===== config.mk =====
export PLATFORM = sky130hd
export DESIGN_NAME = uart_cfg
export DESIGN_NICKNAME = d
export VERILOG_FILES = /design/src/rtl/uart_cfg_pkg.sv /design/src/rtl/fifo.sv /design/src/rtl/uart_cfg_rx.sv /design/src/rtl/uart_cfg.sv
export SDC_FILE = /design/constraint.sdc
export NUM_CORES = 1
export LEC_CHECK = 0
export BUFFER_PORTS_ARGS = -buffer_cell sky130_fd_sc_hd__buf_2
export CORE_MARGIN = 2
export CORE_UTILIZATION = 55
export DETAILED_ROUTE_END_ITERATION = 10
export PLACE_DENSITY = 0.84
export RECOVER_POWER = 25
export SLEW_MARGIN = 40
export SYNTH_ARGS = -nofsm -noshare
export SYNTH_HDL_FRONTEND = slang
export SYNTH_HIERARCHICAL = 1
export SYNTH_SLANG_ARGS = --single-unit

===== constraint.sdc =====
create_clock -name clk -period 4.04 [get_ports clk]
set_clock_uncertainty 0.15 [all_clocks]
set_input_delay 0.808 -clock clk [delete_from_list [all_inputs] [get_ports clk]]
set_output_delay 0.808 -clock clk [all_outputs]
set_load 0.02 [all_outputs]

===== src/rtl/uart_cfg_pkg.sv =====
// Shared types and helpers for the runtime-configurable UART.
package uart_cfg_pkg;

    typedef enum logic [1:0] {
        PAR_NONE  = 2'b00,
        PAR_EVEN  = 2'b01,
        PAR_ODD   = 2'b10,
        PAR_NONE3 = 2'b11
    } parity_t;

    typedef enum logic [2:0] {
        RX_IDLE, RX_START, RX_DATA, RX_PARITY, RX_STOP
    } rx_state_t;

    typedef enum logic [2:0] {
        TX_IDLE, TX_START, TX_DATA, TX_PARITY, TX_STOP
    } tx_state_t;

    typedef struct packed {
        logic [1:0] data_bits;
        parity_t    parity;
        logic       stop2;
    } frame_cfg_t;

    typedef struct packed {
        logic       ferr;
        logic       perr;
        logic [7:0] data;
    } rx_word_t;

    function automatic logic [3:0] nbits(input logic [1:0] db);
        return 4'd5 + 4'(db);
    endfunction

    function automatic logic par_en(input parity_t mode);
        return (mode == PAR_EVEN) || (mode == PAR_ODD);
    endfunction

    // Even parity over the low n bits; odd is its inverse.
    function automatic logic parity_bit(input logic [7:0] data, input logic [3:0] n,
                                        input parity_t mode);
        logic [7:0] mask;
        logic       p;
        mask = 8'hFF >> (4'd8 - n);
        p    = ^(data & mask);
        return (mode == PAR_ODD) ? ~p : p;
    endfunction

endpackage


===== src/rtl/fifo.sv =====
// Synchronous FIFO; a write while full is accepted if a read happens in the same cycle.
module fifo #(
    parameter int unsigned DATA_WIDTH = 8,
    parameter int unsigned ADDR_WIDTH = 2
) (
    input  logic                  clk,
    input  logic                  reset,
    input  logic                  rd,
    input  logic                  wr,
    input  logic [DATA_WIDTH-1:0] w_data,
    output logic                  empty,
    output logic                  full,
    output logic [DATA_WIDTH-1:0] r_data
);
    localparam int unsigned DEPTH = 1 << ADDR_WIDTH;
    localparam int unsigned PW    = ADDR_WIDTH + 1;

    logic [DATA_WIDTH-1:0] mem_q [DEPTH];
    logic [PW-1:0]         w_ptr_q, w_ptr_d, r_ptr_q, r_ptr_d;
    logic                  do_rd, do_wr;

    assign empty  = (w_ptr_q == r_ptr_q);
    assign full   = (w_ptr_q[ADDR_WIDTH] != r_ptr_q[ADDR_WIDTH]) &&
                    (w_ptr_q[ADDR_WIDTH-1:0] == r_ptr_q[ADDR_WIDTH-1:0]);
    assign r_data = mem_q[r_ptr_q[ADDR_WIDTH-1:0]];

    always_comb begin
        do_rd   = rd & ~empty;
        do_wr   = wr & (~full | do_rd);
        w_ptr_d = w_ptr_q + PW'(do_wr);
        r_ptr_d = r_ptr_q + PW'(do_rd);
    end

    always_ff @(posedge clk or negedge reset) begin
        if (!reset) begin
            w_ptr_q <= '0;
            r_ptr_q <= '0;
            for (int unsigned i = 0; i < DEPTH; i++) mem_q[i] <= '0;
        end else begin
            w_ptr_q <= w_ptr_d;
            r_ptr_q <= r_ptr_d;
            if (do_wr) mem_q[w_ptr_q[ADDR_WIDTH-1:0]] <= w_data;
        end
    end
endmodule


===== src/rtl/uart_cfg_rx.sv =====
// UART receiver: oversampled FSM with per-frame config, parity and framing checks.
module uart_cfg_rx
    import uart_cfg_pkg::*;
#(
    parameter int unsigned SB_TICK = 16
) (
    input  logic       clk,
    input  logic       reset,
    input  logic       tick,
    input  logic       rx,
    input  logic [1:0] data_bits,
    input  logic [1:0] parity_mode,
    output logic       push_c,
    output rx_word_t   word_c
);
    localparam int unsigned S_W    = $clog2(SB_TICK);
    localparam logic [S_W-1:0] S_HALF = S_W'(SB_TICK / 2 - 1);
    localparam logic [S_W-1:0] S_LAST = S_W'(SB_TICK - 1);

    rx_state_t      state_q, state_d;
    logic [S_W-1:0] s_q, s_d;
    logic [2:0]     n_q, n_d;
    logic [7:0]     b_q, b_d;
    logic [1:0]     db_q, db_d;
    parity_t        pm_q, pm_d;
    logic           perr_q, perr_d;

    always_ff @(posedge clk or negedge reset) begin
        if (!reset) begin
            state_q <= RX_IDLE;
            s_q     <= '0;
            n_q     <= '0;
            b_q     <= '0;
            db_q    <= '0;
            pm_q    <= PAR_NONE;
            perr_q  <= 1'b0;
        end else begin
            state_q <= state_d;
            s_q     <= s_d;
            n_q     <= n_d;
            b_q     <= b_d;
            db_q    <= db_d;
            pm_q    <= pm_d;
            perr_q  <= perr_d;
        end
    end

    always_comb begin
        state_d = state_q;
        s_d     = s_q;
        n_d     = n_q;
        b_d     = b_q;
        db_d    = db_q;
        pm_d    = pm_q;
        perr_d  = perr_q;
        case (state_q)
            RX_IDLE: if (!rx) begin
                state_d = RX_START;
                s_d     = '0;
                db_d    = data_bits;
                pm_d    = parity_t'(parity_mode);
            end
            // Mid-start-bit check rejects glitches shorter than half a bit.
            RX_START: if (tick) begin
                if (s_q == S_HALF) begin
                    s_d    = '0;
                    n_d    = '0;
                    b_d    = '0;
                    perr_d = 1'b0;
                    state_d = rx ? RX_IDLE : RX_DATA;
                end else s_d = s_q + S_W'(1);
            end
            RX_DATA: if (tick) begin
                if (s_q == S_LAST) begin
                    s_d      = '0;
                    b_d[n_q] = rx;
                    if (n_q == 3'(nbits(db_q) - 4'd1))
                        state_d = par_en(pm_q) ? RX_PARITY : RX_STOP;
                    else n_d = n_q + 3'd1;
                end else s_d = s_q + S_W'(1);
            end
            RX_PARITY: if (tick) begin
                if (s_q == S_LAST) begin
                    s_d     = '0;
                    perr_d  = rx ^ parity_bit(b_q, nbits(db_q), pm_q);
                    state_d = RX_STOP;
                end else s_d = s_q + S_W'(1);
            end
            RX_STOP: if (tick) begin
                if (s_q == S_LAST) state_d = RX_IDLE;
                else s_d = s_q + S_W'(1);
            end
            default: state_d = RX_IDLE;
        endcase
    end

    always_comb begin
        push_c      = (state_q == RX_STOP) && tick && (s_q == S_LAST);
        word_c.ferr = ~rx;
        word_c.perr = perr_q;
        word_c.data = b_q;
    end
endmodule


===== src/rtl/uart_cfg.sv =====
// Runtime-configurable UART: baud generator, TX FSM, RX sub-module and both FIFOs.
module uart_cfg
    import uart_cfg_pkg::*;
#(
    parameter int unsigned SB_TICK = 16,
    parameter int unsigned FIFO_W  = 2,
    parameter int unsigned DVSR_W  = 11
) (
    input  logic              clk,
    input  logic              reset,
    input  logic              rd_uart,
    input  logic              wr_uart,
    input  logic [7:0]        w_data,
    input  logic [DVSR_W-1:0] dvsr,
    input  logic [1:0]        data_bits,
    input  logic [1:0]        parity_mode,
    input  logic              stop2,
    input  logic              clr_err,
    input  logic              rx,
    output logic              tx,
    output logic              tx_full,
    output logic              rx_empty,
    output logic              tx_idle,
    output logic [7:0]        r_data,
    output logic              r_perr,
    output logic              r_ferr,
    output logic              ovr_err
);
    localparam int unsigned S2_W = $clog2(2 * SB_TICK);
    localparam logic [S2_W-1:0] S_LAST  = S2_W'(SB_TICK - 1);
    localparam logic [S2_W-1:0] S_LAST2 = S2_W'(2 * SB_TICK - 1);

    logic [DVSR_W-1:0] cnt_q, cnt_d, dvsr_q, dvsr_d;
    logic              tick_c;
    tx_state_t         tx_state_q, tx_state_d;
    logic [S2_W-1:0]   ts_q, ts_d;
    logic [2:0]        tn_q, tn_d;
    logic [7:0]        tb_q, tb_d, tx_head;
    frame_cfg_t        tcfg_q, tcfg_d;
    logic              tpar_q, tpar_d, tx_q, tx_d, ovr_q, ovr_d;
    logic              tx_pop_c, tx_load_c, tx_empty, rx_push_c, rx_full;
    rx_word_t          rx_word_c, rx_head;

    fifo #(.DATA_WIDTH(8), .ADDR_WIDTH(FIFO_W)) u_tx_fifo (
        .clk(clk), .reset(reset), .rd(tx_pop_c), .wr(wr_uart), .w_data(w_data),
        .empty(tx_empty), .full(tx_full), .r_data(tx_head)
    );

    fifo #(.DATA_WIDTH(10), .ADDR_WIDTH(FIFO_W)) u_rx_fifo (
        .clk(clk), .reset(reset), .rd(rd_uart), .wr(rx_push_c), .w_data(rx_word_c),
        .empty(rx_empty), .full(rx_full), .r_data(rx_head)
    );

    uart_cfg_rx #(.SB_TICK(SB_TICK)) u_rx (
        .clk(clk), .reset(reset), .tick(tick_c), .rx(rx), .data_bits(data_bits),
        .parity_mode(parity_mode), .push_c(rx_push_c), .word_c(rx_word_c)
    );

    // Divisor is re-latched only at wrap so a change never truncates a tick period.
    always_comb begin
        tick_c = (cnt_q == dvsr_q);
        cnt_d  = tick_c ? '0 : cnt_q + DVSR_W'(1);
        dvsr_d = tick_c ? dvsr : dvsr_q;
        ovr_d  = (rx_push_c & rx_full & ~rd_uart) | (ovr_q & ~clr_err);
    end

    always_ff @(posedge clk or negedge reset) begin
        if (!reset) begin
            cnt_q      <= '0;
            dvsr_q     <= '0;
            tx_state_q <= TX_IDLE;
            ts_q       <= '0;
            tn_q       <= '0;
            tb_q       <= '0;
            tcfg_q     <= '0;
            tpar_q     <= 1'b0;
            tx_q       <= 1'b1;
            ovr_q      <= 1'b0;
        end else begin
            cnt_q      <= cnt_d;
            dvsr_q     <= dvsr_d;
            tx_state_q <= tx_state_d;
            ts_q       <= ts_d;
            tn_q       <= tn_d;
            tb_q       <= tb_d;
            tcfg_q     <= tcfg_d;
            tpar_q     <= tpar_d;
            tx_q       <= tx_d;
            ovr_q      <= ovr_d;
        end
    end

    always_comb begin
        tx_state_d = tx_state_q;
        ts_d       = ts_q;
        tn_d       = tn_q;
        tb_d       = tb_q;
        tcfg_d     = tcfg_q;
        tpar_d     = tpar_q;
        tx_pop_c   = 1'b0;
        tx_load_c  = 1'b0;
        case (tx_state_q)
            TX_IDLE: tx_load_c = ~tx_empty;
            TX_START: if (tick_c) begin
                if (ts_q == S_LAST) begin
                    ts_d       = '0;
                    tn_d       = '0;
                    tx_state_d = TX_DATA;
                end else ts_d = ts_q + S2_W'(1);
            end
            TX_DATA: if (tick_c) begin
                if (ts_q == S_LAST) begin
                    ts_d = '0;
                    tb_d = tb_q >> 1;
                    if (tn_q == 3'(nbits(tcfg_q.data_bits) - 4'd1))
                        tx_state_d = par_en(tcfg_q.parity) ? TX_PARITY : TX_STOP;
                    else tn_d = tn_q + 3'd1;
                end else ts_d = ts_q + S2_W'(1);
            end
            TX_PARITY: if (tick_c) begin
                if (ts_q == S_LAST) begin
                    ts_d       = '0;
                    tx_state_d = TX_STOP;
                end else ts_d = ts_q + S2_W'(1);
            end
            // A queued word starts straight out of STOP with no idle gap.
            TX_STOP: if (tick_c) begin
                if (ts_q == (tcfg_q.stop2 ? S_LAST2 : S_LAST)) begin
                    if (tx_empty) tx_state_d = TX_IDLE;
                    else tx_load_c = 1'b1;
                end else ts_d = ts_q + S2_W'(1);
            end
            default: tx_state_d = TX_IDLE;
        endcase
        if (tx_load_c) begin
            tx_pop_c   = 1'b1;
            tx_state_d = TX_START;
            ts_d       = '0;
            tb_d       = tx_head;
            tcfg_d     = '{data_bits: data_bits, parity: parity_t'(parity_mode), stop2: stop2};
            tpar_d     = parity_bit(tx_head, nbits(data_bits), parity_t'(parity_mode));
        end
    end

    // Line level follows the state being entered, so START drives low one cycle after the pop.
    always_comb begin
        tx_d = 1'b1;
        case (tx_state_d)
            TX_START:  tx_d = 1'b0;
            TX_DATA:   tx_d = tb_d[0];
            TX_PARITY: tx_d = tpar_d;
            default:   tx_d = 1'b1;
        endcase
    end

    assign tx      = tx_q;
    assign tx_idle = tx_empty & (tx_state_q == TX_IDLE);
    assign ovr_err = ovr_q;
    assign r_data  = rx_head.data;
    assign r_perr  = rx_head.perr;
    assign r_ferr  = rx_head.ferr;
endmodule


==> results.toml, run 1 <==
[outcome]
outcome = "complete, but fails checks"
violations = "max-capacitance violations, max-slew violations"

[setup_path]
slowest_delay_ps = 730
crit_required_ps = 4190
r2r_slack_ps = 850
r2r.worst_path.cells = 8
worstReg2RegStart = "cnt_q[6]"
cp-start-kind = "flip-flop"
cp_top_family = "simple AND/OR/NAND/NOR gates"
slowest_stage = "and4_1"
critPathMaxFanout = 18
worst_setup_path_end_kind = "flip-flop"
path_class = "reg -> reg"
cp.arrival_ps = 3340
path_buf_inv = 1
r2r_end = "u_rx_fifo/mem_q[8]"
cp_cell_sequence = "xor2_1, nor4_4, nand3_4, inv_2, nand2_1, nor2_1, and4_1, mux2_4"

[power_and_ir_drop]
share_seq_of_total_power_pct = 41.6
irDropWorstVdd_v = 0.0004349
p_total_mw = 5.194
internal-power_mw = 3.678
powerDensity_mw_per_mm2 = 577.3
comb_power_share_pct = 26.1
p_leak_nw = 4.016
switchingPower_mw = 1.517
switching_share_pct = 29.20
power_frac_clock_pct = 32.3

[floorplan]
core_mm2 = 0.01442
rows = 44
die_w_um = 125.3
initial_core_util_pct = 56.07
ios = 45
die_area_mm2 = 0.01569
die_h_um = 125.3

[synthesis]
yosysWarnings = 6
synth_edf_count = 0
synth_area_leader_cell = "dfrtp_1"
syn-cell-area_mm2 = 0.008088
async_reset_ff_share_pct = 100.0
synthFlopType = "dfrtp_1"
yosys.area.top_type_share_pct = 47.96
synthCells = 663
synth_seq_cells = 156
yosys-top-cells-area = "dfrtp_1, mux2_4, nand2_1, mux2_2, xnor2_1"
yosysSeqAreaShare_pct = 48.28
mappedNetlistNets = 709
ys_types = 68
avgSynthCellArea_um2 = 12.20

[hold_path]
whs_endpoint = "u_rx_fifo/w_ptr_q[2]"
hold_depth = 1
hp-start = "u_rx_fifo/w_ptr_q[2]"
hold_path.class = "reg -> reg"

[clocking]
insertion_delay_ps = 420
path_clk_slew_ps = 60
cts-buffers-inserted = 17
cts-root-buf = "clkbuf_16"
htree_num_levels = 4
cts.sinks = 156
tritoncts = "built"
cts_hold_buffers = 0
clockBufferDepth = 2
postCtsSetupBuffers = 0
cts_resized = 0

[drt]
routed_wirelength_um = 15770
avgViaCountPerCell = 5.810
ant_nets = 0
post-route-drc-count = 0
wl_per_cell_um = 17.59
drt_iter0_drc = 290
dr_total_vias = 5212
drt-pass1-iter-count = 4

[global_routing]
grt_max_degree = 81
overflow = 0
antenna_found_initial = 0
gr-usage-all-layers_pct = 21.35
grt_pass1_vias = 5487
grt_pass1_wl_um = 27180

[job]
cap_violations = 1

[finish]
fillers = 1055
num_antenna_cells = 0
final_cell_mix = "dfrtp_1, nand2_1, mux2_4"
area_growth_pct = 11.25
layout.nets = 746
layout-drive-gt1-share_pct = 27.35
multi_input_area_mm2 = 0.003935
final-seq-area_mm2 = 0.003905
layout_commonest_cell = "dfrtp_1"

[sta]
fin_crit_ps = 3194
setup-tns-final_ps = 0
rsz0062_at_grt = "false"
slew_headroom_pct = -24.50
hold_violations = 0
fin_crit_sh_pct = 79.07
tightestPinTransition_ps = 1867
slew_violations = 78
setup_violations = 0
layout_setup_ws_ps = 845.8
holdWs_ps = 334.8
fmax_mhz = 313.1

[placement]
post-place-ws_ps = 856.9
dpl.hpwl_um = 10720
portBuffers = 44
finalWeightedCongestion = 0.8831
==> flip-flops by register name, summed over array words and instances (netlist names) <==
register	cells
tn_q	3
u_rx/s_q	4
u_rx/pm_q	2
u_tx_fifo/r_ptr_q	3
tx_state_q	3
ts_q	5
tb_q	8
u_rx_fifo/mem_q	40
u_rx/state_q	3
u_rx_fifo/r_ptr_q	3
tx	1
cnt_q	11
u_rx/b_q	8
u_tx_fifo/mem_q	32
tcfg_q	5
dvsr_q	11
u_rx/perr_q	1
u_tx_fifo/w_ptr_q	3
u_rx/db_q	2
u_rx/n_q	3
u_rx_fifo/w_ptr_q	3
tpar_q	1
ovr_err	1
==> metal layers <==
| layer | up-vias | GRT usage [%] | wire [um] |
|---|---|---|---|
| li1 | 2434 | - | - |
| met1 | 2626 | 26.49 | 6791 |
| met2 | 126 | 37.28 | 8193 |
| met3 | 26 | 4.878 | 549 |
| met4 | 0 | 6.732 | 239 |
| met5 | - | 0 | 0 |
==> cell usage after synthesis, drive strengths merged, types with 3 or more instances <==
cell	instances
inv	15
o31ai	6
nand3	18
nand4b	3
mux2i	10
a21oi	16
nand2	78
xor2	27
clkbuf	8
nand4	3
xnor2	29
and4b	4
nor2b	7
nor3	10
ha	16
mux2	78
o21ai	40
or2	4
o41ai	3
buf	21
nor4	5
and2	3
o22ai	4
mux4	18
dfrtp	155
nor2	37
and3	7
nand2b	8
a31oi	3
==> logic make-up (layout without fill, tap and decap cells) <==
| logic type | count (synthesis) | count (layout) | share of synthesized area [%] |
|---|---|---|---|
| buffers and inverters | 44 | 94 | 3.141 |
| adder cells (fa/ha/maj) | 16 | 16 | 2.475 |
| XOR/XNOR | 56 | 56 | 6.343 |
| flip-flops | 156 | 156 | 48.28 |
| AND/OR/NAND/NOR | 194 | 194 | 12.38 |
| multiplexers | 106 | 106 | 20.03 |
| AO/OA/AOI/OAI | 91 | 91 | 7.349 |
==> layout make-up <==
class / instances / area share [%]
multi-input cells: 463 / 43.74
flip-flops and latches: 156 / 43.40
clock buffers: 21 / 5.229
repair buffers: 47 / 2.698
well taps: 184 / 2.559
clock inverters: 11 / 1.752
inverters: 15 / 0.6258
==> power groups by stage <==
stage	clock network [mW]	registers, mW	logic (mW)
3_3_place_gp	0	2.15	1.30
3_5_place_dp	0	2.18	1.36
6_report	1.68	2.16	1.36
2_1_floorplan	0	2.02	1.24
5_1_grt	1.77	2.21	1.48
4_1_cts	1.71	2.16	1.37
==> how the worst max path moves through the flow <==
stage	startpoint	endpoint	slack [ps]	depth (start not counted)
2_1_floorplan	cnt_q[5]	u_rx_fifo/mem_q[10]	1070	11
3_3_place_gp	cnt_q[5]	u_rx_fifo/mem_q[27]	1010	8
3_5_place_dp	cnt_q[6]	u_rx_fifo/mem_q[8]	860	8
4_1_cts	cnt_q[6]	u_rx_fifo/mem_q[8]	830	8
5_1_grt	reset	u_tx_fifo/mem_q[9]	410	2
6_report	cnt_q[6]	u_rx_fifo/mem_q[8]	850	8
==> metrics by stage <==
stage               utilization (%)  instance area [um^2]  cells
floorplan                         -                  8088    663
global placement              58.11                  8382    865
detailed placement            58.15                  8388    865
CTS                           62.51                  9016    897
global route                  62.38                  8997    897
finish                        62.38                  8997    897
(Power assumes the default switching activity.)
==> inputs of run 2 (changes only) <==
==> constraint.sdc (replaced) <==
create_clock -name clk -period 3.2 [get_ports clk]
set_clock_uncertainty 0.15 [all_clocks]
set_input_delay 0.64 -clock clk [delete_from_list [all_inputs] [get_ports clk]]
set_output_delay 0.64 -clock clk [all_outputs]
set_load 0.02 [all_outputs]
==> run 2 against run 1 <==
Compared with the run above: the flow still finishes with violations (max-capacitance violations, max-slew violations); sequential share of layout area shrank 0.24 points; global-route usage increased by 0.43 points; critical path type unchanged; routed wire length rose by 3.3%; power rose by 27%; critical path depth is the same; register-to-register slack got worse by 680 ps; largest power group unchanged; non-clock buffer count rose by 9.
==> results.toml, run 2 (synthesis results as in run 1) <==
[setup_path]
cp.arrival_ps = 3190
r2r_slack_ps = 170
r2r_end = "u_tx_fifo/mem_q[1]"
worstReg2RegStart = "u_tx_fifo/r_ptr_q[0]"
slowest_delay_ps = 650
cp_cell_sequence = "xnor2_2, nand2_1, nor2_1, nor4_1, a31o_2, nand4b_2, and4_1, mux2_4"
r2r.worst_path.cells = 8
slowest_stage = "dfrtp_1"
critPathMaxFanout = 10
crit_required_ps = 3360
cp-start-kind = "flip-flop"
path_class = "reg -> reg"
worst_setup_path_end_kind = "flip-flop"

[finish]
final_cell_mix = "dfrtp_1, nand2_1, mux2_4"
layout_commonest_cell = "dfrtp_1"
num_antenna_cells = 0
top_regs = "u_rx_fifo/mem_q (40), u_tx_fifo/mem_q (32)"
fin_util_pct = 62.73
largest_reg_flops = 40
regMostFlops = "u_rx_fifo/mem_q"
layout.nets = 755
layout-drive-gt1-share_pct = 28.25
fin_area_mm2 = 0.009047
fillers = 1025
final_cells = 906
area_growth_pct = 11.87

[drt]
drt-pass1-iter-count = 4
routed_wirelength_um = 16290
wl_per_cell_um = 17.98
drt_iter0_drc = 383
avgViaCountPerCell = 5.877
ant_nets = 0
dr_total_vias = 5325
post-route-drc-count = 0

[clocking]
tritoncts = "built"
htree_num_levels = 4
path_clk_slew_ps = 60
clockBufferDepth = 2
cts_resized = 0
cts_hold_buffers = 0
cts.sinks = 156
cts-root-buf = "clkbuf_16"
cts-buffers-inserted = 17
postCtsSetupBuffers = 0
insertion_delay_ps = 430

[placement]
portBuffers = 44
finalWeightedCongestion = 0.9045
dpl.hpwl_um = 11280
post-place-ws_ps = 222.4
postPlaceCellArea_mm2 = 0.008449
placed_cells = 874

[sta]
slew_violations = 74
setup-tns-final_ps = 0
holdWs_ps = 244.2
fin_crit_ps = 3034
fin_crit_sh_pct = 94.80
setup_violations = 0
slew_headroom_pct = -21.16
fmax_mhz = 329.6
layout_setup_ws_ps = 166.3
rsz0062_at_grt = "false"
hold_violations = 0
tightestPinTransition_ps = 1817

[power_and_ir_drop]
p_total_mw = 6.572
powerDensity_mw_per_mm2 = 726.4
power_frac_clock_pct = 31.7
switchingPower_mw = 1.947
comb_power_share_pct = 26.7
share_seq_of_total_power_pct = 41.6
internal-power_mw = 4.624
switching_share_pct = 29.63
p_leak_nw = 4.050
irDropWorstVdd_v = 0.0006250

[outcome]
violations = "max-capacitance violations, max-slew violations"
outcome = "complete, but fails checks"

[hold_path]
whs_endpoint = "ovr_err"
hp-start = "clr_err"
hold_depth = 2
hold_path.class = "in -> reg"

[job]
cap_violations = 1

[global_routing]
grt_pass1_vias = 5575
antenna_found_initial = 0
grt_pass1_wl_um = 27590
overflow = 0
gr-usage-all-layers_pct = 21.79
grt_max_degree = 74

[floorplan]
ios = 45
die_area_mm2 = 0.01569
core_mm2 = 0.01442
initial_core_util_pct = 56.07
die_h_um = 125.3
rows = 44
die_w_um = 125.3
run 2: layer usage:
layer	vias to the layer above	wire length, um	GRT usage, %
met5	-	0	0
met4	0	216	6.078
met3	24	611	5.691
met2	159	8629	38.11
met1	2700	6832	26.86
li1	2442	-	-
run 2: critical path: cells and delay by family (launching register included):
family	cells	cell delay [ps]
simple gates	5	1400
xor+xnor	1	160
mux	1	350
compound gates	1	200
flops	1	650
run 2: power by group through the flow:
stage               clock (mW)  sequential (mW)  combinational (mW)
floorplan                    0             2.55                1.57
global placement             0             2.72                1.66
detailed placement           0             2.75                1.76
CTS                       2.12             2.73                1.77
global route              2.21             2.78                1.90
finish                    2.08             2.74                1.75
run 2: worst max-delay path by stage:
| stage | slack [ps] | cells after the start | start | end |
|---|---|---|---|---|
| floorplan | 230 | 11 | cnt_q[5] | u_rx_fifo/mem_q[10] |
| global placement | 440 | 8 | u_tx_fifo/r_ptr_q[0] | u_tx_fifo/mem_q[11] |
| detailed placement | 220 | 8 | u_tx_fifo/r_ptr_q[0] | u_tx_fifo/mem_q[18] |
| CTS | 150 | 8 | u_tx_fifo/r_ptr_q[0] | u_tx_fifo/mem_q[1] |
| global route | 50 | 8 | u_tx_fifo/r_ptr_q[0] | u_tx_fifo/mem_q[20] |
| finish | 170 | 8 | u_tx_fifo/r_ptr_q[0] | u_tx_fifo/mem_q[1] |
run 2: cell type report:
cell class,instances,area (um^2),area share [%]
well taps,184,230.2,2.545
clock inverters,13,163.9,1.812
flip-flops and latches,156,3905,43.16
repair buffers,56,310.3,3.430
clock buffers,19,452.9,5.006
inverters,15,56.30,0.6223
multi-input cells,463,3929,43.42
==> inputs of run 3 (changes only) <==
--- a/config.mk
+++ b/config.mk
@@ -6,10 +6,9 @@
 export NUM_CORES = 1
 export LEC_CHECK = 0
 export BUFFER_PORTS_ARGS = -buffer_cell sky130_fd_sc_hd__buf_2
-export CORE_MARGIN = 2
 export CORE_UTILIZATION = 55
 export DETAILED_ROUTE_END_ITERATION = 10
-export PLACE_DENSITY = 0.84
+export PLACE_DENSITY = 0.87
 export RECOVER_POWER = 25
 export SLEW_MARGIN = 40
 export SYNTH_ARGS = -nofsm -noshare
==> constraint.sdc (replaced) <==
create_clock -name clk -period 2.5 [get_ports clk]
set_clock_uncertainty 0.15 [all_clocks]
set_input_delay 0.5 -clock clk [delete_from_list [all_inputs] [get_ports clk]]
set_output_delay 0.5 -clock clk [all_outputs]
set_load 0.02 [all_outputs]
==> run 3 against run 2 <==
Compared with the run above: the run now ends clean; combinational power up 63%; register-to-register slack worse by 160 ps; clock-buffer cell count increased by 1; worst setup slack worse by 160 ps; design area increased by 6.5%; maximum frequency increased by 22%; sequential share of layout area fell by 2.6 points; final cell count increased by 4.0%.
==> results.toml, run 3 (synthesis results as in run 1) <==
[sta]
tightestPinTransition_ps = 1108
slew_headroom_pct = 26.14
layout_setup_ws_ps = 6.400
fin_crit_sh_pct = 99.74
holdWs_ps = 112.5
fin_crit_ps = 2494
rsz0062_at_grt = "true"
setup_violations = 0
fmax_mhz = 401.0
hold_violations = 0
setup-tns-final_ps = 0
slew_violations = 0

[power_and_ir_drop]
irDropWorstVdd_v = 0.0006819
p_leak_nw = 4.277
powerDensity_mw_per_mm2 = 917.9

[floorplan]
initial_core_util_pct = 57.38
die_area_mm2 = 0.01519
die_w_um = 123.3
core_mm2 = 0.01410
ios = 45
rows = 43
die_h_um = 123.3

[setup_path]
cp.arrival_ps = 2650
cp-start-kind = "flip-flop"
crit_start = "cnt_q[5]"
worst_setup_path_end_kind = "flip-flop"
endpoint = "u_tx_fifo/mem_q[21]"
r2r_slack_ps = 6
crit_required_ps = 2650
critPathMaxFanout = 8
r2r_end = "u_tx_fifo/mem_q[21]"
worstReg2RegStart = "cnt_q[5]"
path_class = "reg -> reg"
r2r.worst_path.cells = 9

[global_routing]
grt_pass1_vias = 5695
antenna_found_initial = 0
grt_max_degree = 49
grt_pass1_wl_um = 27730
gr-usage-all-layers_pct = 23.81
overflow = 0

[drt]
post-route-drc-count = 0
drt_iter0_drc = 487
dr_total_vias = 5511
wl_met2_um = 9176
met3_length_um = 714
wl_per_cell_um = 18.45
avgViaCountPerCell = 5.850
routed_wirelength_um = 17380
wl_met1_um = 7231
drt-pass1-iter-count = 6
top_layer = "met4"
ant_nets = 0

[placement]
postPlaceCellArea_mm2 = 0.008896
portBuffers = 44
dpl.hpwl_um = 11680
finalWeightedCongestion = 0.8330
post-place-ws_ps = -29.66

[finish]
regMostFlops = "u_rx_fifo/mem_q"
layout-drive-gt1-share_pct = 35.17
top_regs = "u_rx_fifo/mem_q (40), u_tx_fifo/mem_q (32)"
area_growth_pct = 19.15
layout_commonest_cell = "dfrtp_1"
final_cell_mix = "dfrtp_1, nand2_1, mux2_4"
num_antenna_cells = 0
largest_reg_flops = 40
fin_area_mm2 = 0.009637
layout.nets = 795

[clocking]
cts-root-buf = "clkbuf_16"
insertion_delay_ps = 420
clockBufferDepth = 2
path_clk_slew_ps = 60
cts.sinks = 156
htree_num_levels = 4
cts-buffers-inserted = 17
tritoncts = "built"

[hold_path]
hold_path.class = "in -> reg"
hp-start = "clr_err"

[job]
cap_violations = 0

[outcome]
outcome = "finished, final reports clean"
-- run 3: how the worst min path moves through the flow --
stage / depth (start not counted) / slack (ps) / endpoint
after floorplan: 0 / 50 / cnt_q[0]
after global placement: 1 / 290 / ovr_err
after detailed placement: 1 / 290 / ovr_err
after CTS: 2 / 100 / ovr_err
after global routing: 2 / 100 / ovr_err
final: 2 / 110 / ovr_err
-- run 3: through the flow --
step	instances	util (%)	power (mW)
3_5_place_dp	904	63.11	6.088
2_1_floorplan	663	-	5.416
4_1_cts	939	67.69	8.727
3_3_place_gp	904	63.11	5.907
5_1_grt	942	68.37	9.242
6_report	942	68.37	8.846
-- run 3: layer usage --
| layer | global-route usage (%) | up-vias |
|---|---|---|
| li1 | - | 2518 |
| met1 | 28.86 | 2808 |
| met2 | 41.72 | 156 |
| met3 | 5.443 | 29 |
| met4 | 7.907 | 0 |
| met5 | 0 | - |
-- run 3: power breakdown --
part / total [mW] / switching, mW / internal, mW
clock network: 2.59 / 1.06 / 1.53
logic: 2.85 / 1.24 / 1.61
registers: 3.41 / 0.391 / 3.02
-- run 3: cell type report --
cell class	instances	area [um^2]
fillers	915	4459
well taps	180	225.2
inverters	15	61.31
flip-flops and latches	156	3909
clock buffers	20	456.7
multi-input cells	463	4081
repair buffers	96	764.5
clock inverters	12	138.9
-- run 3: what timing repair did --
action	4_1_cts	5_1_grt
endpoints found under the hold margin	38	0
hold buffers	1	0
gates resized for setup	8	25
setup endpoints to repair	65	89
gates cloned	0	0
pin swaps	3	11
setup buffers	2	3
-- run 3: critical path, stage by stage (launching register included) --
cell	delay, ps
dfrtp_1	410
xor2_2	210
nor4_4	360
nand3_4	130
clkinv_4	90
a31o_4	160
nand4b_4	150
and4b_1	260
buf_12	150
mux2_4	300
